$ cat config.mk
export PLATFORM = sky130hd
export DESIGN_NAME = scroll_msg_sequencer_flat
export DESIGN_NICKNAME = d
export VERILOG_FILES = /design/src/rtl/scroll_msg_sequencer_if.sv /design/src/rtl/scroll_msg_sequencer.sv /design/src/flat_wrapper.sv
export SDC_FILE = /design/constraint.sdc
export NUM_CORES = 1
export LEC_CHECK = 0
export ABC_CLOCK_PERIOD_IN_PS = 1880
export BUFFER_PORTS_ARGS = -buffer_cell sky130_fd_sc_hd__buf_2
export CAP_MARGIN = 20
export CORE_MARGIN = 2
export CORE_UTILIZATION = 50
export CTS_CLUSTER_SIZE = 12
export DETAILED_ROUTE_END_ITERATION = 16
export GPL_TIMING_DRIVEN = 0
export PLACE_DENSITY = 0.78
export SLEW_MARGIN = 25
export SYNTH_ARGS = -nofsm -noshare
export SYNTH_HDL_FRONTEND = slang
export SYNTH_SLANG_ARGS = --single-unit
$ cat constraint.sdc
create_clock -name CLK100MHZ -period 1.88 [get_ports CLK100MHZ]
set_clock_uncertainty 0.1 [all_clocks]
set_input_delay 0.188 -clock CLK100MHZ [delete_from_list [all_inputs] [get_ports CLK100MHZ]]
set_output_delay 0.188 -clock CLK100MHZ [all_outputs]
set_load 0.1 [all_outputs]
$ cat src/rtl/scroll_msg_sequencer_if.sv
// Scroller sequencer bus: buttons/tick/switch data in, BRAM and shifter controls out.
// master drives the inputs (board glue), slave is the sequencer; SCROLL_PAUSE_EN adds pause_btn.
interface scroll_msg_sequencer_if;
  logic        prog_btn;
  logic        write_btn;
  logic        tick;
  logic [15:0] sw_data;
`ifdef SCROLL_PAUSE_EN
  logic        pause_btn;
`endif
  logic        wea;
  logic [1:0]  addra;
  logic [15:0] dina;
  logic        addrb;
  logic        load_en;
  logic        shift_en;
  logic        prog_mode;
  logic        cur_msg;

`ifdef SCROLL_PAUSE_EN
  modport master (
    output prog_btn, write_btn, tick, sw_data, pause_btn,
    input  wea, addra, dina, addrb,
    input  load_en, shift_en, prog_mode, cur_msg
  );
  modport slave (
    input  prog_btn, write_btn, tick, sw_data, pause_btn,
    output wea, addra, dina, addrb,
    output load_en, shift_en, prog_mode, cur_msg
  );
`else
  modport master (
    output prog_btn, write_btn, tick, sw_data,
    input  wea, addra, dina, addrb,
    input  load_en, shift_en, prog_mode, cur_msg
  );
  modport slave (
    input  prog_btn, write_btn, tick, sw_data,
    output wea, addra, dina, addrb,
    output load_en, shift_en, prog_mode, cur_msg
  );
`endif
endinterface

$ cat src/rtl/scroll_msg_sequencer.sv
// Scroller controller: programs 4 halfwords into the message BRAM, then fetches/loads/scrolls
// msg0/msg1 alternately. Ports: CLK100MHZ, CPU_RESETN (async low), bus (slave). Option: SCROLL_PAUSE_EN.
module scroll_msg_sequencer #(
  parameter int READ_LAT       = 2,
  parameter int SHIFTS_PER_MSG = 8
) (
  input  logic CLK100MHZ,
  input  logic CPU_RESETN,
  scroll_msg_sequencer_if.slave bus
);

  localparam int FW = (READ_LAT < 1) ? 1 : $clog2(READ_LAT + 1);
  localparam int SW = (SHIFTS_PER_MSG < 2) ? 1 : $clog2(SHIFTS_PER_MSG);

  typedef enum logic [1:0] {
    S_FETCH, S_LOAD, S_RUN, S_PROG
  } state_e;

  state_e        state_q, state_d;
  logic [FW-1:0] fcnt_q, fcnt_d;
  logic [SW-1:0] scnt_q, scnt_d;
  logic [1:0]    widx_q, widx_d;
  logic          cur_q, cur_d;
  logic          paused_q, paused_d;

  logic          wea_q, wea_d;
  logic [1:0]    addra_q, addra_d;
  logic [15:0]   dina_q, dina_d;
  logic          addrb_q, addrb_d;
  logic          load_q, load_d;
  logic          shift_q, shift_d;
  logic          prog_q, prog_d;

  logic          pause_hit;
`ifdef SCROLL_PAUSE_EN
  assign pause_hit = bus.pause_btn;
`else
  assign pause_hit = 1'b0;
`endif

  always_ff @(posedge CLK100MHZ or negedge CPU_RESETN) begin
    if (!CPU_RESETN) begin
      state_q  <= S_FETCH;
      fcnt_q   <= '0;
      scnt_q   <= '0;
      widx_q   <= '0;
      cur_q    <= 1'b0;
      paused_q <= 1'b0;
      wea_q    <= 1'b0;
      addra_q  <= '0;
      dina_q   <= '0;
      addrb_q  <= 1'b0;
      load_q   <= 1'b0;
      shift_q  <= 1'b0;
      prog_q   <= 1'b0;
    end else begin
      state_q  <= state_d;
      fcnt_q   <= fcnt_d;
      scnt_q   <= scnt_d;
      widx_q   <= widx_d;
      cur_q    <= cur_d;
      paused_q <= paused_d;
      wea_q    <= wea_d;
      addra_q  <= addra_d;
      dina_q   <= dina_d;
      addrb_q  <= addrb_d;
      load_q   <= load_d;
      shift_q  <= shift_d;
      prog_q   <= prog_d;
    end
  end

  always_comb begin
    state_d  = state_q;
    fcnt_d   = '0;
    scnt_d   = scnt_q;
    widx_d   = widx_q;
    cur_d    = cur_q;
    paused_d = paused_q;
    unique case (state_q)
      S_FETCH: begin
        if (bus.prog_btn) begin
          state_d = S_PROG;
          widx_d  = '0;
        end else if (fcnt_q == FW'(READ_LAT)) begin
          state_d = S_LOAD;
        end else begin
          fcnt_d = fcnt_q + FW'(1);
        end
      end
      S_LOAD: begin
        if (bus.prog_btn) begin
          state_d = S_PROG;
          widx_d  = '0;
        end else begin
          state_d = S_RUN;
          scnt_d  = '0;
        end
      end
      S_RUN: begin
        if (bus.prog_btn) begin
          state_d = S_PROG;
          widx_d  = '0;
        end else begin
          if (bus.tick && !paused_q) begin
            if (scnt_q == SW'(SHIFTS_PER_MSG - 1)) begin
              cur_d   = ~cur_q;
              scnt_d  = '0;
              state_d = S_FETCH;
            end else begin
              scnt_d = scnt_q + SW'(1);
            end
          end
          if (pause_hit)
            paused_d = ~paused_q;
        end
      end
      S_PROG: begin
        if (bus.prog_btn) begin
          state_d = S_FETCH;
        end else if (bus.write_btn) begin
          widx_d = widx_q + 2'd1;
          if (widx_q == 2'd3) begin
            state_d = S_FETCH;
            cur_d   = 1'b0;
          end
        end
      end
      default: state_d = S_FETCH;
    endcase
    if (state_d == S_PROG)
      paused_d = 1'b0;
  end

  // Outputs are registered from the next state so they line up with state_q.
  always_comb begin
    wea_d   = 1'b0;
    addra_d = addra_q;
    dina_d  = dina_q;
    if (state_q == S_PROG && !bus.prog_btn && bus.write_btn) begin
      wea_d   = 1'b1;
      addra_d = widx_q;
      dina_d  = bus.sw_data;
    end
    addrb_d = cur_d;
    load_d  = (state_d == S_LOAD);
    shift_d = (state_d == S_RUN) && !paused_d;
    prog_d  = (state_d == S_PROG);
  end

  assign bus.wea       = wea_q;
  assign bus.addra     = addra_q;
  assign bus.dina      = dina_q;
  assign bus.addrb     = addrb_q;
  assign bus.load_en   = load_q;
  assign bus.shift_en  = shift_q;
  assign bus.prog_mode = prog_q;
  assign bus.cur_msg   = cur_q;

endmodule

$ cat src/flat_wrapper.sv
// flat-port wrapper written by rule: the top's interface ports become plain ports
module scroll_msg_sequencer_flat 
#(
  parameter int READ_LAT       = 2,
  parameter int SHIFTS_PER_MSG = 8
)
  (CLK100MHZ, CPU_RESETN, bus_prog_btn, bus_write_btn, bus_tick, bus_sw_data, bus_wea, bus_addra, bus_dina, bus_addrb, bus_load_en, bus_shift_en, bus_prog_mode, bus_cur_msg);
  scroll_msg_sequencer_if bus_i ();
  input  logic CLK100MHZ;
  input  logic CPU_RESETN;
  input wire logic [$bits(bus_i.prog_btn)-1:0] bus_prog_btn;
  input wire logic [$bits(bus_i.write_btn)-1:0] bus_write_btn;
  input wire logic [$bits(bus_i.tick)-1:0] bus_tick;
  input wire logic [$bits(bus_i.sw_data)-1:0] bus_sw_data;
  output wire logic [$bits(bus_i.wea)-1:0] bus_wea;
  output wire logic [$bits(bus_i.addra)-1:0] bus_addra;
  output wire logic [$bits(bus_i.dina)-1:0] bus_dina;
  output wire logic [$bits(bus_i.addrb)-1:0] bus_addrb;
  output wire logic [$bits(bus_i.load_en)-1:0] bus_load_en;
  output wire logic [$bits(bus_i.shift_en)-1:0] bus_shift_en;
  output wire logic [$bits(bus_i.prog_mode)-1:0] bus_prog_mode;
  output wire logic [$bits(bus_i.cur_msg)-1:0] bus_cur_msg;
  assign bus_i.prog_btn = bus_prog_btn;
  assign bus_i.write_btn = bus_write_btn;
  assign bus_i.tick = bus_tick;
  assign bus_i.sw_data = bus_sw_data;
  assign bus_wea = bus_i.wea;
  assign bus_addra = bus_i.addra;
  assign bus_dina = bus_i.dina;
  assign bus_addrb = bus_i.addrb;
  assign bus_load_en = bus_i.load_en;
  assign bus_shift_en = bus_i.shift_en;
  assign bus_prog_mode = bus_i.prog_mode;
  assign bus_cur_msg = bus_i.cur_msg;
  scroll_msg_sequencer #(.READ_LAT(READ_LAT), .SHIFTS_PER_MSG(SHIFTS_PER_MSG)) u_core (.CLK100MHZ(CLK100MHZ), .CPU_RESETN(CPU_RESETN), .bus(bus_i));
endmodule
After elaboration in Yosys (flattened, before gate mapping)
Index checks and enable logic that the tools add are counted.
W data, S select, Z words.
{"block": "op_classes", "n_eq_ne": 17, "reduce_logical": 14, "mux": 31, "bitwise_logic": 1, "n_addsub": 3}
{"cell": "$mux W2", "count": 14}
{"cell": "$eq A2 B2 Y1 const B", "count": 6}
{"cell": "$mux W3", "count": 4}
{"cell": "$mux W1", "count": 9}
{"cell": "$ne A2 B1 Y1 const B", "count": 4}
{"cell": "$ne A2 B2 Y1 const B", "count": 4}
{"cell": "$pmux W2 S4", "count": 1}
{"cell": "$reduce_and A7 Y1", "count": 1}
{"cell": "$pmux W3 S2", "count": 1}
{"cell": "$add A2 B1 Y2 const B", "count": 2}
{"cell": "$eq A2 B1 Y1 const B", "count": 2}
{"cell": "$logic_and A1 B1 Y1", "count": 4}
{"cell": "$pmux W2 S2", "count": 1}
{"cell": "$reduce_and A4 Y1", "count": 1}
{"cell": "$reduce_bool A2 Y1", "count": 2}
{"cell": "$add A3 B1 Y3 const B", "count": 1}
{"cell": "$eq A3 B3 Y1 const B", "count": 1}
{"cell": "$logic_not A1 Y1", "count": 3}
{"cell": "$reduce_and A3 Y1", "count": 1}
{"cell": "$reduce_or A3 Y1", "count": 1}
{"cell": "$logic_not A2 Y1", "count": 1}
{"cell": "$pmux W1 S2", "count": 1}
{"cell": "$not A1 Y1", "count": 1}
{"block": "word_totals", "register_bits": 33, "inputBits": 21, "word_cells": 78, "output_inout_bits": 24}

Longest topological paths before layout
Gate-level depths: netlist (run 1).
{"block": "logic_depth", "ltp_word": 9, "ltp_mapped": 5, "ltp_nobuf": 5}

Worst setup path after synthesis (run 1)
OpenSTA, ideal clock, no wires.
{"block": "synth_path", "path_kind": "register to output", "start": "register u_core.cur_q, in the netlist u_core.bus.cur_msg", "end": "output port bus_cur_msg", "path_buffers": 1, "stages_incl_launch_ff": 2, "required_ps": 1592, "slack_ps": 229, "arrival_time_ps": 1363, "path_cell_list": "dfrtp_1 buf_4"}
{"element": "start: declaration", "line_no": "scroll_msg_sequencer.sv:23", "text": "logic cur_q, cur_d;"}
{"element": "start signal: assignment", "line_no": "scroll_msg_sequencer.sv:61", "text": "cur_q <= cur_d;"}
{"element": "end: declaration", "line_no": "flat_wrapper.sv:22", "text": "output wire logic [$bits(bus_i.cur_msg)-1:0] bus_cur_msg;"}
No word-level cell between the ends.

Worst setup path in the final report (run 1)
{"block": "layout_path", "start": "register u_core.cur_q, in the netlist u_core.bus.cur_msg", "end": "output port bus_cur_msg"}
No word-level cell between the ends.

==> results of run 1 <==
final cells by class:
| cell class | count | area [um^2] |
|---|---|---|
| inverter | 5 | 18.8 |
| sequential | 33 | 826 |
| buffer | 5 | 32.5 |
| timing repair buffer | 61 | 390 |
| fill | 197 | 823 |
| multi-input combinational | 66 | 573 |
| clock buffer | 7 | 55.1 |
| tap | 31 | 38.8 |
state kept, by name, summed over array words and instances, names as in the netlist:
| name | flops |
|---|---|
| u_core.state_q | 2 |
| u_core.bus.dina | 16 |
| u_core.fcnt_q | 2 |
| u_core.scnt_q | 3 |
| u_core.bus.load_en | 1 |
| u_core.paused_q | 1 |
| u_core.bus.addra | 2 |
| u_core.bus.prog_mode | 1 |
| u_core.bus.cur_msg | 1 |
| u_core.widx_q | 2 |
| u_core.bus.wea | 1 |
| u_core.bus.shift_en | 1 |
routing by layer:
layer / GRT usage / share of wire / wire [um] / up-vias
met4: 0.0399 / 0.0077 / 23 / 0
li1: - / - / - / 521
met3: 0.0670 / 0.066 / 197 / 2
met1: 0.253 / 0.43 / 1280 / 505
met5: 0 / 0 / 0 / -
met2: 0.323 / 0.50 / 1490 / 37
Yosys cell counts (all sizes together):
cell and n:
dfrtp 33, mux2 18, nand2 7, nor2 6, inv 5, a21oi 4, buf 4, nand3 4
ha 3, mux2i 3, and4 2, nand2b 2, nand3b 2, o2bb2ai 2, or4 2, a21boi 1
a31oi 1, and2b 1, and3 1, and4b 1, clkbuf 1, nor4b 1, o21ai 1, o221ai 1
o41ai 1, or2 1, or3b 1
cell usage in the layout, fill, tap and decap left out, drive strengths merged, types with 2 or more instances in the layout:
| cell type | netlist | final |
|---|---|---|
| buf | 4 | 48 |
| mux2 | 18 | 18 |
| nand3 | 4 | 4 |
| a21oi | 4 | 4 |
| dlygate4sd3 | 0 | 17 |
| nor2 | 6 | 6 |
| and4 | 2 | 2 |
| inv | 5 | 5 |
| nand3b | 2 | 2 |
| or4 | 2 | 2 |
| nand2 | 7 | 7 |
| clkbuf | 1 | 8 |
| o2bb2ai | 2 | 2 |
| dfrtp | 33 | 33 |
| mux2i | 3 | 3 |
| ha | 3 | 3 |
| nand2b | 2 | 2 |
how the worst max path moves through the flow:
stage	start	end	slack (ns)	cells after the start
6_report	u_core.bus.cur_msg	bus_cur_msg	0.28	2
5_1_grt	u_core.scnt_q[0]	u_core.bus.cur_msg	0.17	5
4_1_cts	u_core.bus.cur_msg	bus_cur_msg	0.26	2
3_5_place_dp	u_core.scnt_q[0]	u_core.bus.cur_msg	0.33	5
3_3_place_gp	u_core.scnt_q[0]	u_core.bus.cur_msg	0.37	5
2_1_floorplan	u_core.bus.cur_msg	bus_cur_msg	0.23	1
worst max-delay path: cells and delay by family, from the launching register on:
| kind | cells | cell delay, ns |
|---|---|---|
| buffers and inverters | 2 | 0.55 |
| flip-flops | 1 | 0.44 |
cell families after synthesis:
family | Yosys count
flops | 33
simple gates | 31
mux | 21
compound gates | 11
buf+inv | 10
fa+ha+maj | 3
stage by stage:
step                      hold WS [ns]  area [um^2]  utilization  std cells
after global placement           0.165         1710        0.620        184
after floorplan                 -0.208         1450            -        109
after global routing             0.165         1930        0.701        208
final                            0.157         1930        0.701        208
after detailed placement         0.185         1710        0.620        184
after CTS                        0.137         1930        0.701        208
==> results.md, run 1 <==
* Post-DR wirelength/cell at 14.4 um
* Xor-xnor portion of the synthesized cell area at 0
* Antenna diode count at 0
* Netlist cell types at 31
* H-tree depth at 2
* Reg2Reg Setup Slack at 0.29 ns
* CP Max Fanout at 5
* Layout cell share with drive strength beyond 1 at 0.429
* Max cap viols at 0
* Final min period at 1.60 ns
* Reg-to-reg endpoint: u_core.bus.cur_msg
* Relative slew slack at 0.526
* Hold endpoint: u_core.state_q[1]
* Synthesized area at 1450 um^2
* Total Nets Final at 201
* CTS sink cnt at 33
* RSZ-0062 raised after global routing: false
* Worst path slowest cell: dfrtp_1
* Register-to-Register Path Depth at 5
* Post-Syn Instances at 109
* Setup crit start kind: register
* Cts repair resizes at 0
* Number of max-slew violations in the final report at 0
* Synth Warn # at 0
* DRT Pass-1 Iters at 5
* Critical-path cell list: buf_4 -> buf_2
* GRT Overall Usage at 0.195
* Die Ht at 57.9 um
* Setup Slack @ Placement at 0.328 ns
* Die X at 57.9 um
* Area of the die at 3350 um^2
* CP Capture Type: output port
* DRC at 0
* Yosys reg bits at 33
* Row cnt at 19
* Core Region at 2760 um^2
* Mux cell area share after synthesis at 0.184
* Post-route ant nets at 0
* Outcome: finished, final reports clean
* Buffers on Ports at 44
* CTS buffer count at 5
* Top cells by area, synth: dfrtp_1 (57%), mux2_4 (9.3%), mux2_2 (7.0%)
* Drt via density at 5.12
* HPWL Detailed at 2000 um
* CP Data Arrival Time at 1.31 ns
* Initial antenna violation count at 0
* Post-CTS Setup Inserts at 0
* Largest stage delay on the critical path at 0.44 ns
* Largest net degree at the start of global routing at 34
* Syn_area_per_cell at 13.3 um^2
* Setup violators final at 0
* TNS Setup at 0 ns
* Syn-to-layout area delta at 33.4%
* Skew-Pair Late Insertion Delay at 0.33 ns
* CTS tree: done
* Largest family of logic cells by synthesized area: multiplexers
* First-pass GRT wire length at 4890 um
* Hold-fix buffers at CTS at 17
* Hold Path Class: input port to register
* Post-Synth Simple-Gate Area at 0.135
* Register area share after synthesis at 0.569
* Period utilisation layout at 0.850
* Total grt overflow at 0
* Syn nets at 133
* Fmax achieved at 626 MHz
* Starting density of the core at 0.526
* Placer Congestion at 0.867
* Largest area contributor in the netlist: dfrtp_1
* IO Pins at 45
* Vias at 1,065
* Worst Slack Setup Final at 0.283 ns
* Compound-Gate Fraction of Synth Area at 0.0509
* Drt total wl at 3000 um
* R2r startpoint: u_core.scnt_q[0]
* Clock root cell: clkbuf_4
* Adder-cell share of the synthesized area at 0.0259
* Clk buf depth at 2
* Share of the synthesized area in the top cell type at 0.569
* Worst-margin pin slew at 0.711 ns
* Iteration-0 DRC count of the detailed router at 29
* Clock-pin slew on the worst setup and hold paths at 0.09 ns
* Vias in the first global route at 1,070
* WS Path Type: register to output port
* Final Hold Fails at 0
* Req. time, crit path at 1.59 ns
* Worst hold start: bus_write_btn
* Hold Path Depth at 4
Power of run 1 is not shown: default switching activity piles up to over one toggle a cycle in this logic, so the estimate is an artifact.
==> run 2: changes to the inputs <==
- ABC_CLOCK_PERIOD_IN_PS: 1880 -> 1500
- clock period: 1.88 -> 1.5 ns (I/O delays scaled with it)
==> run 2 against run 1 <==
Die area stayed put. Design area up 6.0%. Worst setup slack worse by 0.25 ns. Critical endpoint is now u_core.bus.cur_msg. Hold slack got worse by 0.042 ns.
==> results.md, run 2 (same netlist as run 1, synthesis figures left out) <==
* Outcome: finished, final reports clean
* Syn-to-layout area delta at 41.4%
* Register-to-Register Path Depth at 5
* CTS buffer count at 5
* Worst-margin pin slew at 0.710 ns
* First-pass GRT wire length at 4770 um
* H-tree depth at 2
* DRC at 0
* WS Path Type: register to register
* Hold Path Depth at 4
* DRT Pass-1 Iters at 4
* Starting density of the core at 0.526
* Clock-pin slew on the worst setup and hold paths at 0.10 ns
* Layout cell share with drive strength beyond 1 at 0.481
* Drt via density at 5.14
* Initial antenna violation count at 0
* CTS tree: done
* Post-DR wirelength/cell at 14.3 um
* Drt total wl at 3110 um
* CTS sink cnt at 33
* Filler Cell Count at 178
* Setup violators final at 0
* Reg2Reg Setup Slack at 0.03 ns
* Placer Congestion at 0.833
* Relative slew slack at 0.527
* Vias in the first global route at 1,116
* Core Region at 2760 um^2
* Die X at 57.9 um
* Number of max-slew violations in the final report at 0
* Commonest non-fill, non-tap cells in the layout: buf_2 (44), dfrtp_1 (31), dlygate4sd3_1 (17)
* Row cnt at 19
* Reg-to-reg endpoint: u_core.bus.cur_msg
* CP Data Arrival Time at 1.64 ns
* Req. time, crit path at 1.67 ns
* Final Hold Fails at 0
* Area of the die at 3350 um^2
* RSZ-0062 raised after global routing: true
* Antenna diode count at 0
* Final min period at 1.47 ns
* Largest net degree at the start of global routing at 34
* Iteration-0 DRC count of the detailed router at 17
* Hold endpoint: u_core.state_q[1]
* TNS Setup at 0 ns
* Worst hold start: bus_write_btn
* CP Capture Type: register
* CP Max Fanout at 3
* Buffers on Ports at 44
* Total grt overflow at 0
* Vias at 1,120
* Setup crit start kind: register
* Die Ht at 57.9 um
* R2r startpoint: u_core.scnt_q[1]
* Clk buf depth at 2
* Skew-Pair Late Insertion Delay at 0.33 ns
* GRT Overall Usage at 0.193
* IO Pins at 45
* Most common cell after layout, fill and taps aside: buf_2
* Max reg flops at 16
* HPWL Detailed at 1940 um
* Total Nets Final at 210
* Period utilisation layout at 0.978
* Fmax achieved at 681 MHz
* Hold Path Class: input port to register
* Post-route ant nets at 0
* Clock root cell: clkbuf_4
* Max cap viols at 0
## run 2: changes by cell type in the layout (fill, tap and decap cells not counted), sizes merged
| cell | before | now |
|---|---|---|
| buf | 48 | 56 |
| clkbuf | 8 | 10 |
## run 2: what timing repair did
item | CTS | global route
buffers inserted | 2 | 7
endpoints found under the hold margin | 49 | 0
hold buffers | 17 | 0
setup endpoints to repair | 3 | 13
pin swaps | 3 | 1
gates resized for setup | 5 | 5
## run 2: layout make-up
| cell class | instances | area, um^2 | area share |
|---|---|---|---|
| plain buffers | 5 | 38.8 | 0.0189 |
| clock buffers | 8 | 58.8 | 0.0287 |
| inverters | 5 | 18.8 | 0.00915 |
| multi-input cells | 66 | 607 | 0.296 |
| flip-flops and latches | 33 | 828 | 0.404 |
| well taps | 31 | 38.8 | 0.0189 |
| repair buffers | 70 | 460 | 0.225 |
## run 2: how the worst max path moves through the flow
stage	from	to	slack [ns]	cells past startpoint
after floorplan	u_core.scnt_q[0]	u_core.bus.cur_msg	0.06	5
after global placement	u_core.scnt_q[0]	u_core.bus.cur_msg	-0.01	5
after detailed placement	u_core.scnt_q[0]	u_core.bus.cur_msg	-0.08	5
after CTS	u_core.scnt_q[1]	u_core.bus.cur_msg	0.03	5
after global routing	u_core.scnt_q[1]	u_core.bus.cur_msg	-0.06	5
final	u_core.scnt_q[1]	u_core.bus.cur_msg	0.03	5
## run 2: through the flow
step / util / hold WS, ns / setup slack (ns) / instances / instance area, um^2
floorplan: - / -0.246 / 0.0554 / 109 / 1450
global placement: 0.620 / 0.130 / -0.0118 / 184 / 1710
detailed placement: 0.620 / 0.146 / -0.0796 / 184 / 1710
CTS: 0.718 / 0.106 / 0.0264 / 211 / 1980
global route: 0.744 / 0.101 / -0.0591 / 218 / 2050
finish: 0.744 / 0.115 / 0.0324 / 218 / 2050
## run 2: per-layer routing
layer,vias up,GRT usage,routed length (um),share of wire
li1,542,-,-,-
met1,534,0.220,1260,0.41
met2,38,0.328,1620,0.52
met3,6,0.0781,180,0.058
met4,0,0.0698,46,0.015
met5,-,0,0,0
## run 2: worst max-delay path: stages (launching register included)
cell and delay [ns]:
dfrtp_1 0.36, ha_2 0.20, ha_4 0.14, nand3b_1 0.11
or4_1 0.41, nand3_1 0.09
Power of run 2 is left out for the same reason.
==> run 3: changes to the inputs <==
- GPL_TIMING_DRIVEN: 0 -> default
==> run 3 against run 2 <==
The run now ends with setup timing left. First-iteration DRC count grew 130%. Worst setup slack lost 0.20 ns. Via count shrank 1.8%. Wire length up 6.2%. Register-to-register slack worse by 0.20 ns. Critical path depth unchanged. Clock-buffer cell count shrank 1. Design area down 0.37%. Core utilization down 0.27 points. Cell count down 2.3%.
==> results.md, run 3 (same netlist as run 1, synthesis figures left out) <==
* Outcome: finished, violations left
* GRT Overall Usage at 0.201
* Fmax achieved at 601 MHz
* IO Pins at 45
* H-tree depth at 2
* Final min period at 1.66 ns
* Setup crit start kind: register
* Placer Congestion at 0.875
* Initial antenna violation count at 0
* Worst-margin pin slew at 0.701 ns
* Vias at 1,100
* RSZ-0062 raised after global routing: true
* DRT Pass-1 Iters at 4
* Syn-to-layout area delta at 40.9%
* FF+latch area at 830 um^2
* CP Data Arrival Time at 1.84 ns
* Final Hold Fails at 0
* Period utilisation layout at 1.11
* Setup Slack @ Placement at -0.112 ns
* Largest net degree at the start of global routing at 34
* Multi-input logic area at 626 um^2
* Die X at 57.9 um
* Vias in the first global route at 1,089
* Skew-Pair Late Insertion Delay at 0.33 ns
* Post-route ant nets at 0
* WS Path Type: register to register
* Post-DR wirelength/cell at 15.5 um
* CTS tree: done
* Layout cell share with drive strength beyond 1 at 0.505
* CP Max Fanout at 3
* Hold Path Class: input port to register
* Total Nets Final at 205
* Clock-pin slew on the worst setup and hold paths at 0.10 ns
* Clk buf depth at 2
* Iteration-0 DRC count of the detailed router at 39
* Antenna diode count at 0
* Core Region at 2760 um^2
* HPWL Detailed at 2020 um
* Worst Slack Setup Final at -0.164 ns
* Drt via density at 5.16
* Row cnt at 19
* DRC at 0
* Req. time, crit path at 1.67 ns
* CTS sink cnt at 33
* Die Ht at 57.9 um
* CTS buffer count at 5
* Area of the die at 3350 um^2
* Most common cell after layout, fill and taps aside: buf_2
* Number of max-slew violations in the final report at 0
* Clock root cell: clkbuf_4
* Max reg flops at 16
* WHS at 0.102 ns
* Max cap viols at 0
* Setup violators final at 2
* Relative slew slack at 0.533
* First-pass GRT wire length at 4880 um
* CP Capture Type: register
* Buffers on Ports at 44
* Starting density of the core at 0.526
* Failing checks: setup timing
* Commonest non-fill, non-tap cells in the layout: buf_2 (44), dfrtp_1 (30), dlygate4sd3_1 (18)
* Filler Cell Count at 179
* Drt total wl at 3310 um
* Total grt overflow at 0
## run 3: worst max-delay path: stages, from the launching register on
cell and delay (ns):
dfrtp_1 0.41, ha_4 0.16, ha_4 0.13, nand3b_1 0.14
or4_4 0.56, nand3_2 0.10
## run 3: final timing paths
path / startpoint / endpoint / slack, ns / depth (start not counted)
max: u_core.scnt_q[1] / u_core.bus.cur_msg / -0.16 / 5
min: bus_prog_btn / u_core.bus.shift_en / 0.10 / 3
max reg2reg: u_core.scnt_q[1] / u_core.bus.cur_msg / -0.16 / 5
min reg2reg: u_core.fcnt_q[0] / u_core.fcnt_q[0] / 0.34 / 1
max in group asynchronous: CPU_RESETN / u_core.state_q[1] / 0.52 / 2
min in group asynchronous: CPU_RESETN / u_core.bus.dina[9] / 0.29 / 2
## run 3: layout make-up
class                           instances  area share
Clock buffer                            7      0.0318
Clock inverter                          1     0.00245
Inverter                                5     0.00919
Multi-Input combinational cell         66       0.306
Sequential cell                        33       0.406
Tap cell                               31      0.0190
Timing Repair Buffer                   70       0.225
## run 3: metrics by stage
stage / instances / util / area (um^2) / TNS (ns)
after floorplan: 109 / - / 1450 / 0
after CTS: 212 / 0.724 / 2000 / -0.0751
after global routing: 213 / 0.741 / 2040 / -0.295
final: 213 / 0.741 / 2040 / -0.197
after global placement: 184 / 0.622 / 1720 / 0
after detailed placement: 184 / 0.622 / 1720 / -0.124
## run 3: metal layers
metal	track usage	share of wire	wire [um]
met5	0	0	0
met4	0.0897	0.025	83
met3	0.0759	0.063	208
met2	0.328	0.52	1710
met1	0.238	0.40	1310
## run 3: repair_timing
item | in CTS | in global routing
pin swaps | 2 | 4
gates resized for setup | 3 | 8
buffers inserted | 2 | 1
hold endpoints to repair | 51 | 0
hold buffers | 18 | 0
setup endpoints to repair | 9 | 23
Power of run 3 is left out for the same reason.
